$ cat src/rtl/c17_stimulus_gen.sv
`default_nettype none
// ============================================================================
//  Module      : c17_stimulus_gen
//  Description : Clocked pseudo-random stimulus source for the c17 NOR
//                evaluation netlists. Drives a 5-bit vector {N7,N6,N3,N2,N1}
//                from a 16-bit Galois LFSR. Each vector is held for a
//                programmable number of cycles. An optional single-bit
//                glitch pulse can be injected on each vector.
//  Options     : `C17_GLITCH_INJECT_EN enables the GLITCH state. When it is
//                not defined, glitch_sel and glitch_cycles are ignored.
//  Revision    : 1.0 - initial release
// ============================================================================
module c17_stimulus_gen #(
    parameter logic [15:0] SEED  = 16'hACE1,
    parameter int          CNT_W = 8
) (
    input  logic             clk,
    input  logic             rst_n,
    input  logic             start,
    input  logic             abort,
    input  logic [15:0]      num_vectors,
    input  logic [CNT_W-1:0] hold_cycles,
    input  logic [2:0]       glitch_sel,
    input  logic [CNT_W-1:0] glitch_cycles,
    output logic [4:0]       stim,
    output logic             vec_valid,
    output logic [15:0]      vec_idx,
    output logic             busy,
    output logic             done
);

    // An all-zero LFSR state would lock up, so a zero seed is promoted to 1.
    localparam logic [15:0] c_seed_init = (SEED == 16'h0000) ? 16'h0001 : SEED;
    localparam logic [15:0] c_lfsr_taps = 16'hB400;

    typedef enum logic [2:0] {
        ST_IDLE   = 3'd0,
        ST_APPLY  = 3'd1,
`ifdef C17_GLITCH_INJECT_EN
        ST_GLITCH = 3'd2,
`endif
        ST_HOLD   = 3'd3,
        ST_DONE   = 3'd4
    } state_t;

    state_t           r_state;
    state_t           w_state_next;

    logic [15:0]      r_lfsr;
    logic [15:0]      w_lfsr_next;
    logic [4:0]       r_stim;
    logic             r_vec_valid;
    logic [15:0]      r_vec_idx;
    logic [15:0]      r_last_idx;
    logic [CNT_W-1:0] r_hold;
    logic [CNT_W-1:0] r_cnt;

    // Control strobes decoded by the FSM for the datapath
    logic             w_accept;
    logic             w_apply_exit;
    logic             w_cnt_dec;
    logic             w_next_vec;

`ifdef C17_GLITCH_INJECT_EN
    logic [4:0]       r_glitch_mask;
    logic [4:0]       w_glitch_mask;
    logic             w_glitch_req;
    logic             w_glitch_enter;
    logic             w_glitch_restore;
    logic             w_hold_load;

    // Glitch is only requested for a non-zero width on a valid bit position
    assign w_glitch_req  = (glitch_cycles != '0) && (glitch_sel <= 3'd4);
    assign w_glitch_mask = 5'b00001 << glitch_sel;
`else
    // Glitch ports exist for pin compatibility but carry no function here
    logic             w_unused_glitch;
    assign w_unused_glitch = ^{glitch_sel, glitch_cycles};
`endif

    assign w_lfsr_next = (r_lfsr >> 1) ^ (r_lfsr[0] ? c_lfsr_taps : 16'h0000);

    // State register
    always_ff @(posedge clk or negedge rst_n) begin
        if (!rst_n) begin
            r_state <= ST_IDLE;
        end else begin
            r_state <= w_state_next;
        end
    end

    // Next-state and datapath strobe decode
    always_comb begin
        w_state_next = r_state;
        w_accept     = 1'b0;
        w_apply_exit = 1'b0;
        w_cnt_dec    = 1'b0;
        w_next_vec   = 1'b0;
`ifdef C17_GLITCH_INJECT_EN
        w_glitch_enter   = 1'b0;
        w_glitch_restore = 1'b0;
        w_hold_load      = 1'b0;
`endif
        case (r_state)
            ST_IDLE: begin
                // abort in IDLE suppresses a simultaneous start
                if (!abort && start && (num_vectors != 16'h0000)) begin
                    w_accept     = 1'b1;
                    w_state_next = ST_APPLY;
                end
            end
            ST_APPLY: begin
                if (abort) begin
                    w_state_next = ST_IDLE;
                end else begin
                    w_apply_exit = 1'b1;
                    w_state_next = ST_HOLD;
`ifdef C17_GLITCH_INJECT_EN
                    if (w_glitch_req) begin
                        w_glitch_enter = 1'b1;
                        w_state_next   = ST_GLITCH;
                    end
`endif
                end
            end
`ifdef C17_GLITCH_INJECT_EN
            ST_GLITCH: begin
                if (abort) begin
                    // Leave the vector clean even when the run is cut short
                    w_glitch_restore = 1'b1;
                    w_state_next     = ST_IDLE;
                end else if (r_cnt == '0) begin
                    w_glitch_restore = 1'b1;
                    w_hold_load      = 1'b1;
                    w_state_next     = ST_HOLD;
                end else begin
                    w_cnt_dec = 1'b1;
                end
            end
`endif
            ST_HOLD: begin
                if (abort) begin
                    w_state_next = ST_IDLE;
                end else if (r_cnt != '0) begin
                    w_cnt_dec = 1'b1;
                end else if (r_vec_idx == r_last_idx) begin
                    w_state_next = ST_DONE;
                end else begin
                    w_next_vec   = 1'b1;
                    w_state_next = ST_APPLY;
                end
            end
            ST_DONE: begin
                w_state_next = ST_IDLE;
            end
            default: begin
                w_state_next = ST_IDLE;
            end
        endcase
    end

    // Run configuration and vector index
    always_ff @(posedge clk or negedge rst_n) begin
        if (!rst_n) begin
            r_last_idx <= 16'h0000;
            r_hold     <= '0;
            r_vec_idx  <= 16'h0000;
        end else if (w_accept) begin
            r_last_idx <= num_vectors - 16'd1;
            r_hold     <= hold_cycles;
            r_vec_idx  <= 16'h0000;
        end else if (w_next_vec) begin
            r_vec_idx  <= r_vec_idx + 16'd1;
        end
    end

    // LFSR advances exactly once per vector, on APPLY exit
    always_ff @(posedge clk or negedge rst_n) begin
        if (!rst_n) begin
            r_lfsr <= c_seed_init;
        end else if (w_apply_exit) begin
            r_lfsr <= w_lfsr_next;
        end
    end

    // Stimulus register: new vector on APPLY exit, glitch bit flips in/out
    always_ff @(posedge clk or negedge rst_n) begin
        if (!rst_n) begin
            r_stim <= 5'h00;
        end else if (w_apply_exit) begin
`ifdef C17_GLITCH_INJECT_EN
            r_stim <= w_glitch_enter ? (w_lfsr_next[4:0] ^ w_glitch_mask)
                                     : w_lfsr_next[4:0];
`else
            r_stim <= w_lfsr_next[4:0];
`endif
        end
`ifdef C17_GLITCH_INJECT_EN
        else if (w_glitch_restore) begin
            r_stim <= r_stim ^ r_glitch_mask;
        end
`endif
    end

`ifdef C17_GLITCH_INJECT_EN
    // Remember which bit was flipped so the restore is independent of glitch_sel
    always_ff @(posedge clk or negedge rst_n) begin
        if (!rst_n) begin
            r_glitch_mask <= 5'h00;
        end else if (w_glitch_enter) begin
            r_glitch_mask <= w_glitch_mask;
        end
    end
`endif

    // Shared down-counter for glitch width and hold duration
    always_ff @(posedge clk or negedge rst_n) begin
        if (!rst_n) begin
            r_cnt <= '0;
        end else if (w_apply_exit) begin
`ifdef C17_GLITCH_INJECT_EN
            // GLITCH spans glitch_cycles cycles including the terminal count of 0
            r_cnt <= w_glitch_enter ? (glitch_cycles - 1'b1) : r_hold;
`else
            r_cnt <= r_hold;
`endif
        end
`ifdef C17_GLITCH_INJECT_EN
        else if (w_hold_load) begin
            r_cnt <= r_hold;
        end
`endif
        else if (w_cnt_dec) begin
            r_cnt <= r_cnt - 1'b1;
        end
    end

    // One-cycle strobe marking the first cycle of a fresh vector
    always_ff @(posedge clk or negedge rst_n) begin
        if (!rst_n) begin
            r_vec_valid <= 1'b0;
        end else begin
            r_vec_valid <= w_apply_exit;
        end
    end

    assign stim      = r_stim;
    assign vec_valid = r_vec_valid;
    assign vec_idx   = r_vec_idx;
    assign busy      = (r_state != ST_IDLE);
    assign done      = (r_state == ST_DONE);

endmodule
`default_nettype wire

$ cat config.mk
export PLATFORM = sky130hd
export DESIGN_NAME = c17_stimulus_gen
export DESIGN_NICKNAME = d
export VERILOG_FILES = /design/src/rtl/c17_stimulus_gen.sv
export SDC_FILE = /design/constraint.sdc
export NUM_CORES = 1
export LEC_CHECK = 0
export ABC_AREA = 1
export CORE_MARGIN = 4
export CORE_UTILIZATION = 54
export CTS_CLUSTER_SIZE = 12
export DETAILED_ROUTE_END_ITERATION = 6
export GPL_TIMING_DRIVEN = 0
export PLACE_DENSITY = 0.8
export SLEW_MARGIN = 10
export SYNTH_ARGS = -nofsm -noshare
export SYNTH_HDL_FRONTEND = slang
export SYNTH_SLANG_ARGS = --single-unit
$ cat constraint.sdc
create_clock -name clk -period 2.05 [get_ports clk]
set_input_delay 0.3075 -clock clk [delete_from_list [all_inputs] [get_ports clk]]
set_output_delay 0.3075 -clock clk [all_outputs]
set_load 0.1 [all_outputs]
---- Yosys cells after proc, flatten, opt, wreduce, memory -nomap -nowiden ----
Index checks and enable logic that the tools add are counted.
cells by class
  bitwise operators ....................... 1
  eq/ne operators ......................... 6
  $mul .................................... 0
  magnitude comparators ................... 0
  reduce and logical (&&, ||, !) cells .... 10
  div/mod/pow operators ................... 0
  $add $sub $neg .......................... 3
  shifts and indexed selects .............. 0
  mux-type cells .......................... 22
operators with widths
  operator                                                               count
  16-bit 2-to-1 mux                                                      3
  16-bit by 1-bit adder with 16-bit output (second input constant)       1
  16-bit == test                                                         1
  8-bit 2-to-1 mux                                                       2
  16-bit nonzero test                                                    1
  16-bit by 1-bit subtractor with 16-bit output (second input constant)  1
  15-bit by 16-bit XOR with 16-bit output                                1
  3-bit 2-to-1 mux                                                       4
  1-bit 2-to-1 mux                                                       11
  3-bit case mux with 3 select lines                                     1
  8-bit nonzero test                                                     1
  8-bit by 1-bit subtractor with 8-bit output (second input constant)    1
  2-bit nonzero test                                                     2
  3-bit by 1-bit == test with 1-bit output (second input constant)       1
  3-bit by 2-bit == test with 1-bit output (second input constant)       1
  3-bit == test (second input constant)                                  1
  3-bit logical NOT                                                      1
  3-bit != test (second input constant)                                  1
  3-bit nonzero test                                                     1
  1-bit logical AND                                                      2
  2-bit 2-to-1 mux                                                       1
  2-bit != test (second input constant)                                  1
  2-bit AND reduction                                                    1
  1-bit logical NOT                                                      1
storage, ports and cells
  input bits .............................. 39
  memories kept ........................... 0
  bits in writable memories ............... 0
  latch bits .............................. 0
  register bits after elaboration ......... 73
  memory bits (read-only) ................. 0

---- Logic depth before layout (Yosys ltp) ----
Gate-level depths: netlist of run 1.
  word-level depth ........................ 7
  depth in mapped cells ................... 13
  depth with buffers taken out ............ 11

---- Least setup slack after synthesis of run 1 ----
OpenSTA, ideal clock, no wires.
  kind .................................... reg-to-output
  from .................................... reg r_state[1]
  to ...................................... out done
  buffers on the path ..................... 0
  slack ................................... -0.868 ns
  data arrival time ....................... 2.610 ns
  cell stages (with the launch flop) ...... 2
  cell sequence ........................... dfrtp_1 nor3b_1
on the way
  longest elaborated chain between the ends .. 1
ends and longest elaborated chain
  what                    line  text
  from (decl)             46    state_t r_state;
  from (signal assigned)  88    r_state <= w_state_next;
  3-bit == test           251   assign done = (r_state == ST_DONE);
  to (decl)               29    output logic done
Every way passes these cells.

---- Worst setup path in the final report of run 1 ----
  from .................................... reg r_vec_idx[0] (netlist: vec_idx[0])
  to ...................................... out vec_idx[0]
RTL lines
  what                    line  text
  from (decl)             53    logic [15:0] r_vec_idx;
  from (signal assigned)  173   r_vec_idx <= r_vec_idx + 16'd1;
  to (decl)               27    output logic [15:0] vec_idx,
No word-level cell between the ends.

==> results of run 1 <==
-- synth_stat cells (2+ instances only) --
| master | n |
|---|---|
| a21oi_1 | 2 |
| buf_2 | 5 |
| buf_4 | 7 |
| buf_6 | 2 |
| clkbuf_1 | 4 |
| clkinv_1 | 3 |
| dfrtp_1 | 61 |
| dfstp_2 | 8 |
| ha_1 | 5 |
| inv_1 | 58 |
| inv_2 | 16 |
| nand2_1 | 211 |
| nand2_2 | 2 |
| nand3_1 | 32 |
| nand4_1 | 5 |
| nor2_1 | 42 |
| nor3_1 | 9 |
| nor3b_1 | 2 |
| o211ai_1 | 3 |
| o21ai_0 | 29 |
| o21ai_1 | 2 |
| o221ai_1 | 2 |
| xnor2_1 | 9 |
| xor2_1 | 24 |
-- final cells by class --
cell class	instances	area [sq um]	share of cell area, %
plain buffers	18	117.6	2.411
clock buffers	10	127.6	2.617
clock inverters	6	88.84	1.821
inverters	77	289.0	5.926
multi-input cells	385	1848	37.89
flip-flops and latches	69	1749	35.86
well taps	99	123.9	2.540
repair buffers	55	533.0	10.93
-- timing repair --
action | CTS | global route
resized for setup | 30 | 10
setup endpoints to repair | 24 | 28
endpoints found under the hold margin | 20 | 0
hold buffers | 1 | 0
pin swaps | 0 | 0
setup buffers | 0 | 2
-- report_power, final --
part | internal (mW) | switching [mW] | leakage, nW | total [mW]
Clock | 0.685 | 0.506 | 0.102 | 1.19
Sequential | 1.89 | 0.342 | 0.855 | 2.23
Combinational | 0.720 | 1.49 | 1.54 | 2.21
Total | 3.29 | 2.34 | 2.50 | 5.63
-- per-stage QoR --
stage / power (mW) / std cells / utilization (%) / setup slack, ns
5_1_grt: 6.053 / 719 / 67.60 / 0.0009667
6_report: 5.629 / 719 / 67.60 / 0.04625
2_1_floorplan: 3.895 / 549 / - / 0.0003759
4_1_cts: 5.637 / 717 / 67.29 / -0.08639
3_5_place_dp: 4.481 / 700 / 64.46 / -0.2699
3_3_place_gp: 4.399 / 699 / 64.12 / -1.736
-- state kept, by name, indices dropped and copies added (netlist names) --
| register | flops |
|---|---|
| r_cnt | 8 |
| r_hold | 8 |
| stim | 1 |
| r_last_idx | 16 |
| vec_idx | 16 |
| vec_valid | 1 |
| r_state | 3 |
| r_lfsr | 16 |
-- path summary, 6_finish.rpt --
path / slack, ns / endpoint / start / depth (start not counted)
setup / recovery: 0.05 / vec_idx[0] / vec_idx[0]$_DFFE_PN0P_ / 1
max in group asynchronous: 1.06 / r_lfsr[13]$_DFFE_PN1P_ / rst_n / 3
hold / removal: 0.41 / r_lfsr[2]$_DFFE_PN0P_ / rst_n / 2
hold reg to reg: 0.48 / r_hold[5]$_DFFE_PN0P_ / r_hold[5]$_DFFE_PN0P_ / 2
min in group clk: 0.48 / r_hold[5]$_DFFE_PN0P_ / r_hold[5]$_DFFE_PN0P_ / 2
setup reg to reg: 0.27 / r_cnt[5]$_DFFE_PN0P_ / r_cnt[0]$_DFFE_PN0P_ / 9
-- layer usage --
metal,track usage (%),vias up,share of wire (%)
met5,0,-,0
met4,7.581,0,1.6
met3,3.606,14,6.3
met2,34.24,104,47
met1,30.26,1632,45
li1,-,1816,-
-- kinds of logic (layout without fill, tap and decap cells) --
logic type,count (synthesis),after routing,synth area share [%]
flops,69,69,43.70
buf+inv,95,166,10.17
compound gates,39,39,5.321
xor+xnor,33,33,7.273
fa+ha+maj,5,5,1.574
simple gates,308,308,31.96
-- cells in the final DEF, fill, tap and decap left out, drive strengths merged, types with 3 or more instances in the layout --
cell           count
nand2            214
inv               74
dfrtp             61
nor2              44
nand3             34
o21ai             31
clkdlybuf4s50     26
xor2              24
buf               18
dlygate4sd2       17
clkbuf            16
nor3               9
xnor2              9
dfstp              8
nand4              5
ha                 5
clkinv             5
clkdlybuf4s15      5
o211ai             3
==> results.tsv, run 1 <==
metric	value	unit
outcome	finished clean	
cp.buffers_inverters	1	
crit_arrival	1.70	ns
slew_violations	0	
leakage	2.497	nW
cp_slowest_cell	dlygate4sd2_1	
max_freq	0.4991	GHz
drtPass1Iterations	5	
gp_congestion	0.8799	
rsz0062_at_grt	no	
synth_ff_type	dfrtp_1	
diodes	0	
syn2layout_area_growth	22.73	%
syn_area	3974	sq um
p_per_area	1154	nW/um^2
finalCriticalPeriod	2.004	ns
drive_above_1_share	13.06	%
die_h	93.79	um
drtIter0Drc	202	
cp_top_family	buffers and inverters	
yosysWarnings	0	
ant_nets	0	
fin_crit_sh	97.74	%
grt_max_degree	47	
worst_pin_slew	0.9581	ns
die_w	93.79	um
hp-class	input pin to async pin	
design_area	4877	sq um
critPathRequiredTime	1.74	ns
slew_headroom	36.38	%
grt-ovfl-total	0	
via_per_inst	4.960	
synth_area_leaders	dfrtp_1 38%, nand2_1 20%, inv_1 5.5%	
core	7214	sq um
hold_ws	0.4119	ns
grt_use_total	21.69	%
synth_edf_count	0	
clk_pin_slew_worst_paths	0.07	ns
yosysTopAreaCellShare	38.41	%
cts_buffer_depth	2	
grt_pass1_vias	3270	
grt_pass1_wl	15160	um
num_vias	3566	
cts_tree	built	
htree_levels	3	
cts_buffers	9	
tns	0	ns
critPathCaptureType	primary output	
cp_slowest_stage_delay	0.88	ns
path_class	flop to primary output	
die_area	8796	sq um
drc	0	
finalHoldViolCount	0	
setup_viol	0	
final_nets	659	
boundaryPins	63	
antenna_found_initial	0	
syn_avg_cell_area	7.238	sq um
synthCells	549	
synthArstFlopShare	100.0	%
cts_root_buf	clkbuf_8	
hpwlAfterDp	6529	um
fill_cells	641	
wl	8824	um
wl_per_cell	12.27	um
vdd_drop_max	579.5	uV
clock_sinks	69	
worst_skew_pair.late_latency	0.34	ns
start_util	55.08	%
finalClockSkew	0.01126	ns
cap_violations	0	
num_rows	31	
crit_chain	dlygate4sd2_1	
yosys.cell_types.count	30	
start_kind	flop	
portBuffers	51	
syn_nets	593	
synth_area_leader_cell	dfrtp_1	
placed_area	4651	sq um
ys_seq_area_share	43.70	%
path_max_fanout	8	
ys_ff_latch	69	
Power figures use the tool's default switching activity.
==> inputs of run 2 (changes only) <==
--- a/config.mk
+++ b/config.mk
@@ -6,12 +6,12 @@
 export NUM_CORES = 1
 export LEC_CHECK = 0
 export ABC_AREA = 1
+export ABC_CLOCK_PERIOD_IN_PS = 1700
 export CORE_MARGIN = 4
-export CORE_UTILIZATION = 54
+export CORE_UTILIZATION = 49
 export CTS_CLUSTER_SIZE = 12
 export DETAILED_ROUTE_END_ITERATION = 6
-export GPL_TIMING_DRIVEN = 0
-export PLACE_DENSITY = 0.8
+export PLACE_DENSITY = 0.77
 export SLEW_MARGIN = 10
 export SYNTH_ARGS = -nofsm -noshare
 export SYNTH_HDL_FRONTEND = slang
==> constraint.sdc (replaced) <==
create_clock -name clk -period 1.7 [get_ports clk]
set_input_delay 0.255 -clock clk [delete_from_list [all_inputs] [get_ports clk]]
set_output_delay 0.255 -clock clk [all_outputs]
set_load 0.1 [all_outputs]
==> run 2 against run 1 <==
Setup slack got worse by 0.020 ns; clock skew fell by 0.0016 ns; largest power group is now combinational cells; combinational power rose by 44%; wire length rose by 12%; register-to-register slack got worse by 0.21 ns; power rose by 32%; utilization rose by 3.7 points; cell count rose by 5.4%.
==> results.tsv, run 2 (synthesis results as in run 1) <==
metric	value	unit
seq_area	1790	sq um
drc	0	
drive_above_1_share	24.09	%
start_util	50.90	%
rsz0062_at_grt	yes	
setup_viol	0	
wl	9842	um
critPathCaptureType	primary output	
r2r-end	vec_idx[3]$_DFFE_PN0P_	
num_vias	3754	
max_freq	0.5976	GHz
min_from	num_vectors[0]	
hp-class	input pin to flop	
hpwlAfterDp	7029	um
cts_buffers	9	
grt-ovfl-total	0	
grt_pass1_wl	16090	um
worstHoldEndpoint	r_last_idx[0]$_DFFE_PN0P_	
path_class	flop to primary output	
grt_pass1_vias	3449	
r2r_setup_slack	0.06	ns
fill_cells	605	
drtPass1Iterations	5	
finalCriticalPeriod	1.673	ns
finalClockSkew	0.009668	ns
die_area	9615	sq um
core	7807	sq um
crit_arrival	1.42	ns
worst_pin_slew	0.3610	ns
diodes	0	
die_w	98.06	um
reg2regPathDepth	10	
multiInputGateArea	1891	sq um
cap_violations	0	
syn2layout_area_growth	40.05	%
outcome	finished clean	
die_h	98.06	um
grt_use_total	20.61	%
worst_skew_pair.late_latency	0.35	ns
portBuffers	51	
cts_root_buf	clkbuf_8	
clock_sinks	69	
slew_violations	0	
drtIter0Drc	209	
mostFrequentLayoutCells	210 x nand2_1, 56 x inv_1, 52 x buf_4	
cts_tree	built	
cts_buffer_depth	2	
slew_headroom	75.93	%
final_common_cell	nand2_1	
finalHoldViolCount	0	
antenna_found_initial	0	
final_nets	695	
vdd_drop_max	705.3	uV
hold_depth	2	
leakage	2.748	nW
gp_congestion	0.9198	
hold_ws	0.1557	ns
path_max_fanout	4	
clk_pin_slew_worst_paths	0.08	ns
fin_crit_sh	98.44	%
wl_per_cell	12.98	um
start_kind	flop	
p_per_area	1336	nW/um^2
htree_levels	3	
grt_max_degree	70	
boundaryPins	63	
finish.utilization	71.28	%
critPathRequiredTime	1.44	ns
reg2reg_from	vec_idx[2]$_DFFE_PN0P_	
num_rows	32	
via_per_inst	4.953	
ant_nets	0	
## run 2: per-stage QoR
| stage | TNS (ns) | cell area (sq um) | power, mW | setup WS, ns | cells |
|---|---|---|---|---|---|
| finish | 0 | 5565 | 7.436 | 0.02650 | 758 |
| global route | -0.7485 | 5565 | 7.908 | -0.06134 | 758 |
| CTS | 0 | 5430 | 7.303 | 0.02854 | 750 |
| detailed placement | -8.283 | 5186 | 5.755 | -0.2942 | 732 |
| global placement | -6.344 | 5186 | 5.651 | -0.2284 | 732 |
| floorplan | -0.2054 | 4046 | 4.717 | -0.02284 | 549 |
## run 2: cell type report
| cell class | count | area share, % |
|---|---|---|
| Clock buffer | 9 | 2.226 |
| Clock inverter | 7 | 1.754 |
| Inverter | 77 | 5.306 |
| Multi-Input combinational cell | 385 | 33.97 |
| Sequential cell | 69 | 32.17 |
| Tap cell | 102 | 2.293 |
| Timing Repair Buffer | 109 | 22.28 |
## run 2: what timing repair did
action,4_1_cts,5_1_grt
hold buffers,1,0
cloned,0,0
endpoints found under the hold margin,61,0
resized for setup,1,21
buffers inserted,1,8
setup endpoints to repair,3,28
pin swaps,0,1
## run 2: how the worst max path moves through the flow
stage | start | slack (ns) | end | cells after the start
finish | r_state[1]$_DFFE_PN0P_ | 0.03 | busy | 4
global route | vec_idx[2]$_DFFE_PN0P_ | -0.06 | vec_idx[10]$_DFFE_PN0P_ | 10
CTS | r_state[1]$_DFFE_PN0P_ | 0.03 | busy | 4
detailed placement | num_vectors[0] | -0.29 | vec_idx[0]$_DFFE_PN0P_ | 11
global placement | num_vectors[0] | -0.23 | r_last_idx[11]$_DFFE_PN0P_ | 10
floorplan | vec_idx[10]$_DFFE_PN0P_ | -0.02 | vec_idx[6]$_DFFE_PN0P_ | 12
## run 2: power breakdown
group	leakage (nW)	switching, mW	internal [mW]	total [mW]
clock network	0.106	0.671	0.833	1.50
registers	0.840	0.458	2.28	2.74
logic	1.80	1.94	1.26	3.19
## run 2: critical path, cell delays in order (launching register included)
cell and delay (ns):
dfrtp_2 0.44, nor3_2 0.17, buf_4 0.15, clkinvlp_4 0.11, buf_12 0.18
## run 2: metal layers
layer | routed length, um | track usage (%) | vias to the layer above
li1 | - | - | 1887
met5 | 0 | 0 | -
met2 | 4861 | 33.87 | 121
met3 | 483 | 3.286 | 17
met1 | 4282 | 27.08 | 1729
met4 | 215 | 8.626 | 0
==> inputs of run 3 (changes only) <==
--- a/config.mk
+++ b/config.mk
@@ -9,6 +9,7 @@
 export ABC_CLOCK_PERIOD_IN_PS = 1700
 export CORE_MARGIN = 4
 export CORE_UTILIZATION = 49
+export CTS_CLUSTER_DIAMETER = 100
 export CTS_CLUSTER_SIZE = 12
 export DETAILED_ROUTE_END_ITERATION = 6
 export PLACE_DENSITY = 0.77
==> results of run 3 <==
Same layout as run 2: the final DEF is identical, and so are final timing and power.
